**src/rtl/pcs_pkg.sv**
```systemverilog
// Shared 64B/66B PCS definitions: block/word widths, gearbox period, sync headers.
package pcs_pkg;

  localparam int unsigned BLOCK_W    = 66;
  localparam int unsigned WORD_W     = 64;
  localparam int unsigned GB_SEQ_MAX = 32;

  localparam logic [1:0] SH_DATA = 2'b01;
  localparam logic [1:0] SH_CTRL = 2'b10;

  // 66-bit block, sync header in [1:0], payload in [65:2].
  typedef logic [BLOCK_W-1:0] pcs_block_t;

  // A sync header is only legal when its two bits differ.
  function automatic logic sh_invalid(logic [1:0] sh);
    return (sh != SH_DATA) && (sh != SH_CTRL);
  endfunction

endpackage

```
**src/rtl/pcs_tx_gearbox.sv**
```systemverilog
// 66-to-64 transmit gearbox: packs 32 incoming 66-bit blocks into 33 line words.
// Optional feature: define GEARBOX_UNDERFLOW_CNT_EN to add a saturating count of
// idle (underflow) cycles on underflow_cnt_o.
module pcs_tx_gearbox
  import pcs_pkg::*;
(
  input  logic                clk_i,
  input  logic                rst_i,
  input  logic [1:0]          sync_hdr_i,
  input  logic [WORD_W-1:0]   data_in_i,
  input  logic                in_valid_i,
  output logic                in_ready_o,
  output logic [WORD_W-1:0]   data_out_o,
  output logic                out_valid_o,
`ifdef GEARBOX_UNDERFLOW_CNT_EN
  output logic [15:0]         underflow_cnt_o,
`endif
  output logic                hdr_err_o
);

  logic [5:0]   seq_q;
  logic [127:0] res_q;      // residue, 2*seq_q valid bits starting at bit 0
  logic [63:0]  data_q;
  logic         valid_q;
  logic         hdr_err_q;
  pcs_block_t   blk;
  logic [127:0] cat;        // {block, residue}, residue bits transmitted first

`ifdef GEARBOX_UNDERFLOW_CNT_EN
  logic [15:0]  uf_cnt_q;
  assign underflow_cnt_o = uf_cnt_q;
`endif

  assign blk = {data_in_i, sync_hdr_i};
  assign cat = ({62'b0, blk} << {seq_q, 1'b0}) | res_q;

  // Ready depends on state only; the 33rd slot drains the residue.
  always_comb begin
    in_ready_o = !rst_i && (seq_q < 6'(GB_SEQ_MAX));
  end

  // Shift/align state: accept a block, drain the full residue, or hold on underflow.
  always_ff @(posedge clk_i) begin
    if (rst_i) begin
      seq_q     <= '0;
      res_q     <= '0;
      data_q    <= '0;
      valid_q   <= 1'b0;
      hdr_err_q <= 1'b0;
`ifdef GEARBOX_UNDERFLOW_CNT_EN
      uf_cnt_q  <= '0;
`endif
    end else if (seq_q == 6'(GB_SEQ_MAX)) begin
      data_q    <= res_q[63:0];
      res_q     <= '0;
      seq_q     <= '0;
      valid_q   <= 1'b1;
      hdr_err_q <= 1'b0;
    end else if (in_valid_i) begin
      data_q    <= cat[63:0];
      res_q     <= {64'b0, cat[127:64]};
      seq_q     <= seq_q + 6'd1;
      valid_q   <= 1'b1;
      hdr_err_q <= sh_invalid(sync_hdr_i);
    end else begin
      valid_q   <= 1'b0;
      hdr_err_q <= 1'b0;
`ifdef GEARBOX_UNDERFLOW_CNT_EN
      if (uf_cnt_q != 16'hFFFF) uf_cnt_q <= uf_cnt_q + 16'd1;
`endif
    end
  end

  assign data_out_o  = data_q;
  assign out_valid_o = valid_q;
  assign hdr_err_o   = hdr_err_q;

endmodule

```
**config.mk**
```make
export PLATFORM = sky130hd
export DESIGN_NAME = pcs_tx_gearbox
export DESIGN_NICKNAME = d
export VERILOG_FILES = /design/src/rtl/pcs_pkg.sv /design/src/rtl/pcs_tx_gearbox.sv
export SDC_FILE = /design/constraint.sdc
export NUM_CORES = 1
export LEC_CHECK = 0
export ABC_AREA = 1
export CORE_ASPECT_RATIO = 1.1
export CORE_MARGIN = 1.5
export CORE_UTILIZATION = 61
export CTS_CLUSTER_SIZE = 40
export DETAILED_ROUTE_END_ITERATION = 6
export PLACE_DENSITY = 0.87
export SETUP_SLACK_MARGIN = 0.1
export SYNTH_ARGS = -nofsm -noshare
export SYNTH_HDL_FRONTEND = slang
export SYNTH_SLANG_ARGS = --single-unit
```
**constraint.sdc**
```tcl
create_clock -name clk_i -period 3.85 [get_ports clk_i]
set_input_delay 0.77 -clock clk_i [delete_from_list [all_inputs] [get_ports clk_i]]
set_output_delay 0.77 -clock clk_i [all_outputs]
set_load 0.05 [all_outputs]
```
==> results of run 1 <==
==> layer usage <==
metal,global-route usage,share of wire,vias to the layer above
met4,0.341,0.082,0
met1,0.602,0.36,5852
li1,-,-,5928
met3,0.132,0.14,208
met5,0,0,-
met2,0.712,0.42,1162
==> state kept, by name, summed over array words and instances, names as in the netlist <==
register     cells
data_out_o      64
seq_q            6
res_q           64
out_valid_o      1
hdr_err_o        1
==> stage by stage <==
stage	hold WS (ns)	cells
floorplan	0.439	1726
global placement	0.444	1955
detailed placement	0.453	1955
CTS	0.467	1987
global route	0.488	1987
finish	0.464	1987
==> placed cells by master (no fill, tap or decap), drive strengths merged, types with 9 or more instances in the layout <==
cell type        n
a21oi          111
nand4           15
inv             99
nor2           124
buf             28
nand2          429
clkbuf          18
nand3          527
clkdlybuf4s50  134
a31oi            9
o21ai          137
dfxtp          136
==> tightest hold or removal path: cells and delay by family, from the launching register on <==
kind            cells  cell delay (ns)
compound gates      1             0.07
buf+inv             1             0.06
flops               1             0.30
==> cell type report <==
class / instances / area share
multi-input cells: 1362 / 0.533
flip-flops and latches: 136 / 0.233
repair buffers: 162 / 0.133
clock buffers: 18 / 0.0366
inverters: 91 / 0.0298
well taps: 204 / 0.0218
clock inverters: 14 / 0.0137
==> worst paths after layout <==
| path | slack [ns] | endpoint | depth (start not counted) |
|---|---|---|---|
| setup / recovery | 0.87 | data_out_o[23] | 8 |
| hold / removal | 0.46 | data_out_o[4] | 2 |
| setup reg to reg | 0.87 | data_out_o[23] | 8 |
| hold reg to reg | 0.46 | data_out_o[4] | 2 |
==> cells by family (layout without fill, tap and decap cells) <==
| family | count (synthesis) | count (layout) |
|---|---|---|
| AOI/OAI and AO/OA | 259 | 259 |
| xor gates and xnor gates | 1 | 1 |
| adders and majority gates | 2 | 2 |
| buffers and inverters | 228 | 285 |
| DFF | 136 | 136 |
| and+or+nand+nor | 1100 | 1100 |
==> power by group through the flow <==
stage	registers, mW	logic (mW)	clock network [mW]
5_1_grt	1.57	1.49	1.74
3_3_place_gp	1.58	1.33	0
6_report	1.56	1.41	1.70
2_1_floorplan	1.79	0.690	0
4_1_cts	1.56	1.35	1.69
3_5_place_dp	1.59	1.34	0
==> reports/metrics.cfg, run 1 <==
[pwr]
clockPowerShare=0.364
comb_power_share=0.301
power_mw=4.67
power.density_nw_per_um2=398
ir_worst_vdd_uv=341
p_sw_frac=0.379
p_sw_mw=1.77
seq_power_share=0.334
power.static_leakage_nw=5.41
power.internal_mw=2.90

[synthesis]
muxShareOfSynthArea=0
synthTopCellsByArea=dfxtp_1 (27%), nand3_1 (26%), nand2_1 (16%)
synth_edf_count=0
synth_area_um2=10100
yosysMostFrequentCell=nand3_1
synth_top_family_by_area=simple AND/OR/NAND/NOR gates
syn_nets=1797
ys_seq_area_frac=0.271
ys_types=31
synth_seq_cells=136
yosysWarnings=0
syn_avg_cell_area_um2=5.82
synth_flop_cell=dfxtp_1
async_flop_share=0
synthAdderAreaFrac=0.00249
netlist_instances=1726
synth_xor_area_frac=0.000871
synth_top_area_frac=0.271
synth-simple-area-share=0.485
synthTopCellsByCount=nand3_1 (526), nand2_1 (425), dfxtp_1 (136)
synth_compound_area_frac=0.132
yosys.area.top_type=dfxtp_1

[sta]
setup_viol=0
fin_tns_setup_ns=0
skew_ns=0.00651
slew_headroom=0.446
min_period_ns=2.98
worstMarginPinSlew_ns=0.830
setup_slack_ns=0.872
fmax_mhz=336
maxSlewViolCount=0
fin_crit_sh=0.774
hold_viol=0
rsz0062_at_grt=false

[critical_path]
max_stage_delay_ns=0.55
worst-setup-path-type=flip-flop to flip-flop
crit_path_end_kind=flip-flop
crit_buf_inv=3
cp_top_family=buffers and inverters
start_kind=flip-flop
cp_max_fo=73
crit_arrival_ns=3.33
worstPathCellList=inv_4 -> nand2_2 -> inv_2 -> nand4_2 -> nand2_2 -> buf_4 -> o21ai_0 -> a21oi_1
cpMostUsedCell=nand2_2
critPathSlowestCell=buf_4
cp-startpoint=seq_q[4]
reg2reg_from=seq_q[4]
crit_required_ns=4.20

[routing]
dr.first_iter.drc_count=2729
drc=6
firstDrtPassIters=7
antenna_left=0
dr_total_vias=13200
drt_wl_total_um=42700
vias_per_cell=6.62
detail_route.wl_per_cell_um=21.5

[cells_and_area]
final_core_util=0.722
nNetsFinal=1841
fillCellCount=1430
seq_area_um2=2730
syn2layout_area_growth_pct=16.7
drive_gt1_frac=0.0494
multi_input_area_um2=6250
fin_area_um2=11700
diodes=0

[grt]
grt_pass1_wl_um=63100
gr-total-overflow=0
grt_pass1_vias=11100
antenna_found_initial=0
grt_max_degree=74
grtUsageTotal=0.479

[status]
failed_checks=DRC
status=finished, violations left

[place]
dp_hpwl_um=30400
place_area_um2=11100
place_ws_ns=0.895
place_congestion=1.12
port_buffers=135

[min_path]
min_path_type=flip-flop to flip-flop
hp-start=res_q[4]

[cts]
tritoncts=done
hold_buffers=0
cts_setup_buffers=0
clkSlewWorstSetupHoldPaths_ns=0.07
cts_made_buffers=17
insertion_delay_ns=0.44
cts_buffer_depth=2
clock-root-buffer=clkbuf_16
clock_sinks=136
cts_resized=0
h-tree-depth=4

[floorplan]
die_h_um=138
io_pins=136
rows=49
dieArea_um2=17300
core_um2=16200
start_util=0.619
die_x_um=125

[run]
drv_cap=0

Note: power is estimated with default switching activity, not from simulation.
==> run 2: changes to the inputs <==
- CORE_UTILIZATION: 61 -> 57
- PLACE_DENSITY: 0.87 -> 0.82
- clock period: 3.85 -> 3 ns (I/O delays scaled with it)
==> run 2 against run 1 <==
Effect of this change: the flow now finishes without violations; flip-flop and latch count unchanged; largest power group unchanged; register-to-register slack got worse by 0.41 ns; worst setup slack got worse by 0.41 ns; maximum frequency increased by 17%; sequential power increased by 28%; cell count increased by 1.3%; count of clock-buffer cells in the layout decreased by 1; combinational power increased by 28%; sequential share of layout area decreased by 0.29 points; global-route usage decreased by 0.11 points.
==> reports/metrics.cfg, run 2 (synthesis gave the netlist of run 1 again) <==
[routing]
vias_per_cell=6.53
dr_total_vias=13200
firstDrtPassIters=7
detail_route.wl_per_cell_um=21.8
drc=0
drt_wl_total_um=44000
antenna_left=0
dr.first_iter.drc_count=2280

[run]
drv_cap=0

[critical_path]
cp.depth=8
worstPathCellList=inv_4 -> nand2_2 -> inv_2 -> nand4_2 -> nand2_2 -> buf_4 -> o21ai_0 -> a31oi_1
cpMostUsedCell=nand2_2
cp_top_family=buffers and inverters
cp_max_fo=73
max_stage_delay_ns=0.59
crit_arrival_ns=2.89
crit_path_end_kind=flip-flop
r2r_end=data_out_o[3]
worst-setup-path-type=flip-flop to flip-flop
r2r_cells=8
crit_required_ns=3.34
crit_buf_inv=3
start_kind=flip-flop
critPathSlowestCell=buf_4
reg2reg_slack_ns=0.46
reg2reg_from=seq_q[4]

[cts]
cts_setup_buffers=0
hold_buffers=0
clock-root-buffer=clkbuf_16
cts_resized=0
cts_buffer_depth=2
clock_sinks=136
h-tree-depth=4
tritoncts=done
clkSlewWorstSetupHoldPaths_ns=0.07
cts_made_buffers=17
insertion_delay_ns=0.43

[pwr]
power_mw=6.16
power.density_nw_per_um2=519
ir_worst_vdd_uv=457
power.static_leakage_nw=5.45

[grt]
grtUsageMet2=0.695
antenna_found_initial=0
grt_pass1_wl_um=66500
grtUsageTotal=0.478
gr-total-overflow=0
grt_pass1_vias=11600
grt_max_degree=117
met3_usage=0.140
met1_usage=0.602
grt.busiest_layer=met2

[min_path]
min_path_type=flip-flop to flip-flop
hp-start=data_out_o[10]
whs_path_depth=2
min_to=data_out_o[10]

[sta]
rsz0062_at_grt=false
hold_viol=0
slew_headroom=0.238
min_period_ns=2.54
skew_ns=0.00802
fin_tns_setup_ns=0
worstMarginPinSlew_ns=1.14
setup_slack_ns=0.459
setup_viol=0
fin_crit_sh=0.847
fmax_mhz=394
maxSlewViolCount=0

[cells_and_area]
diodes=0
fin_area_um2=11900
syn2layout_area_growth_pct=18.1
layout_common_cells=nand3_1 (526), nand2_1 (424), clkdlybuf4s50_1 (133)
fillCellCount=1597
nNetsFinal=1838
mostFrequentLayoutCell=nand3_1
drive_gt1_frac=0.0483

[floorplan]
die_x_um=130
io_pins=136
core_um2=17100
die_h_um=142
start_util=0.586
rows=50
dieArea_um2=18400

[place]
place_area_um2=11200
place_congestion=1.05
port_buffers=135
dp_hpwl_um=30800
place_ws_ns=0.582

[status]
status=completed

run 2: cell types whose count changed in the layout (fill, tap and decap cells not counted), sizes merged:
cell and change:
clkdlybuf4s50 -1, buf -2, clkinv -2, bufinv +2, clkbuf -1
run 2: stage by stage:
step,util,std cells,hold WS (ns)
2_1_floorplan,-,1726,0.439
5_1_grt,0.693,2013,0.491
3_3_place_gp,0.656,1982,0.451
6_report,0.693,2013,0.472
3_5_place_dp,0.656,1982,0.464
4_1_cts,0.693,2013,0.474
run 2: worst max-delay path by stage:
stage | endpoint | start | slack, ns
after floorplan | in_ready_o | rst_i | 0.92
final | data_out_o[3] | seq_q[4] | 0.46
after detailed placement | data_out_o[47] | sync_hdr_i[1] | 0.58
after global routing | data_out_o[29] | seq_q[4] | 0.37
after global placement | data_out_o[43] | sync_hdr_i[1] | 0.60
after CTS | data_out_o[3] | seq_q[4] | 0.58
run 2: where the power goes:
part	leakage [nW]	switching [mW]	internal (mW)	total, mW
Combinational	4.01	1.27	0.541	1.81
Sequential	1.13	0.0703	1.93	2.00
Clock	0.306	0.928	1.41	2.34
run 2: tightest hold or removal path: stages, from the launching register on:
cell and delay [ns]:
dfxtp_1 0.31, nand2_1 0.06, a21oi_1 0.06
run 2: cell type report:
class / count / area, um^2 / area share
timing repair buffer: 159 / 1620 / 0.137
clock buffer: 17 / 425 / 0.0358
multi-input combinational: 1362 / 6250 / 0.526
sequential: 136 / 2730 / 0.230
tap: 234 / 293 / 0.0247
clock inverter: 14 / 210 / 0.0177
inverter: 91 / 349 / 0.0294
run 2: metal layers:
| layer | up-vias | wire length (um) |
|---|---|---|
| li1 | 5910 | - |
| met1 | 5939 | 15900 |
| met2 | 1110 | 18400 |
| met3 | 194 | 6180 |
| met4 | 0 | 3510 |
| met5 | - | 0 |
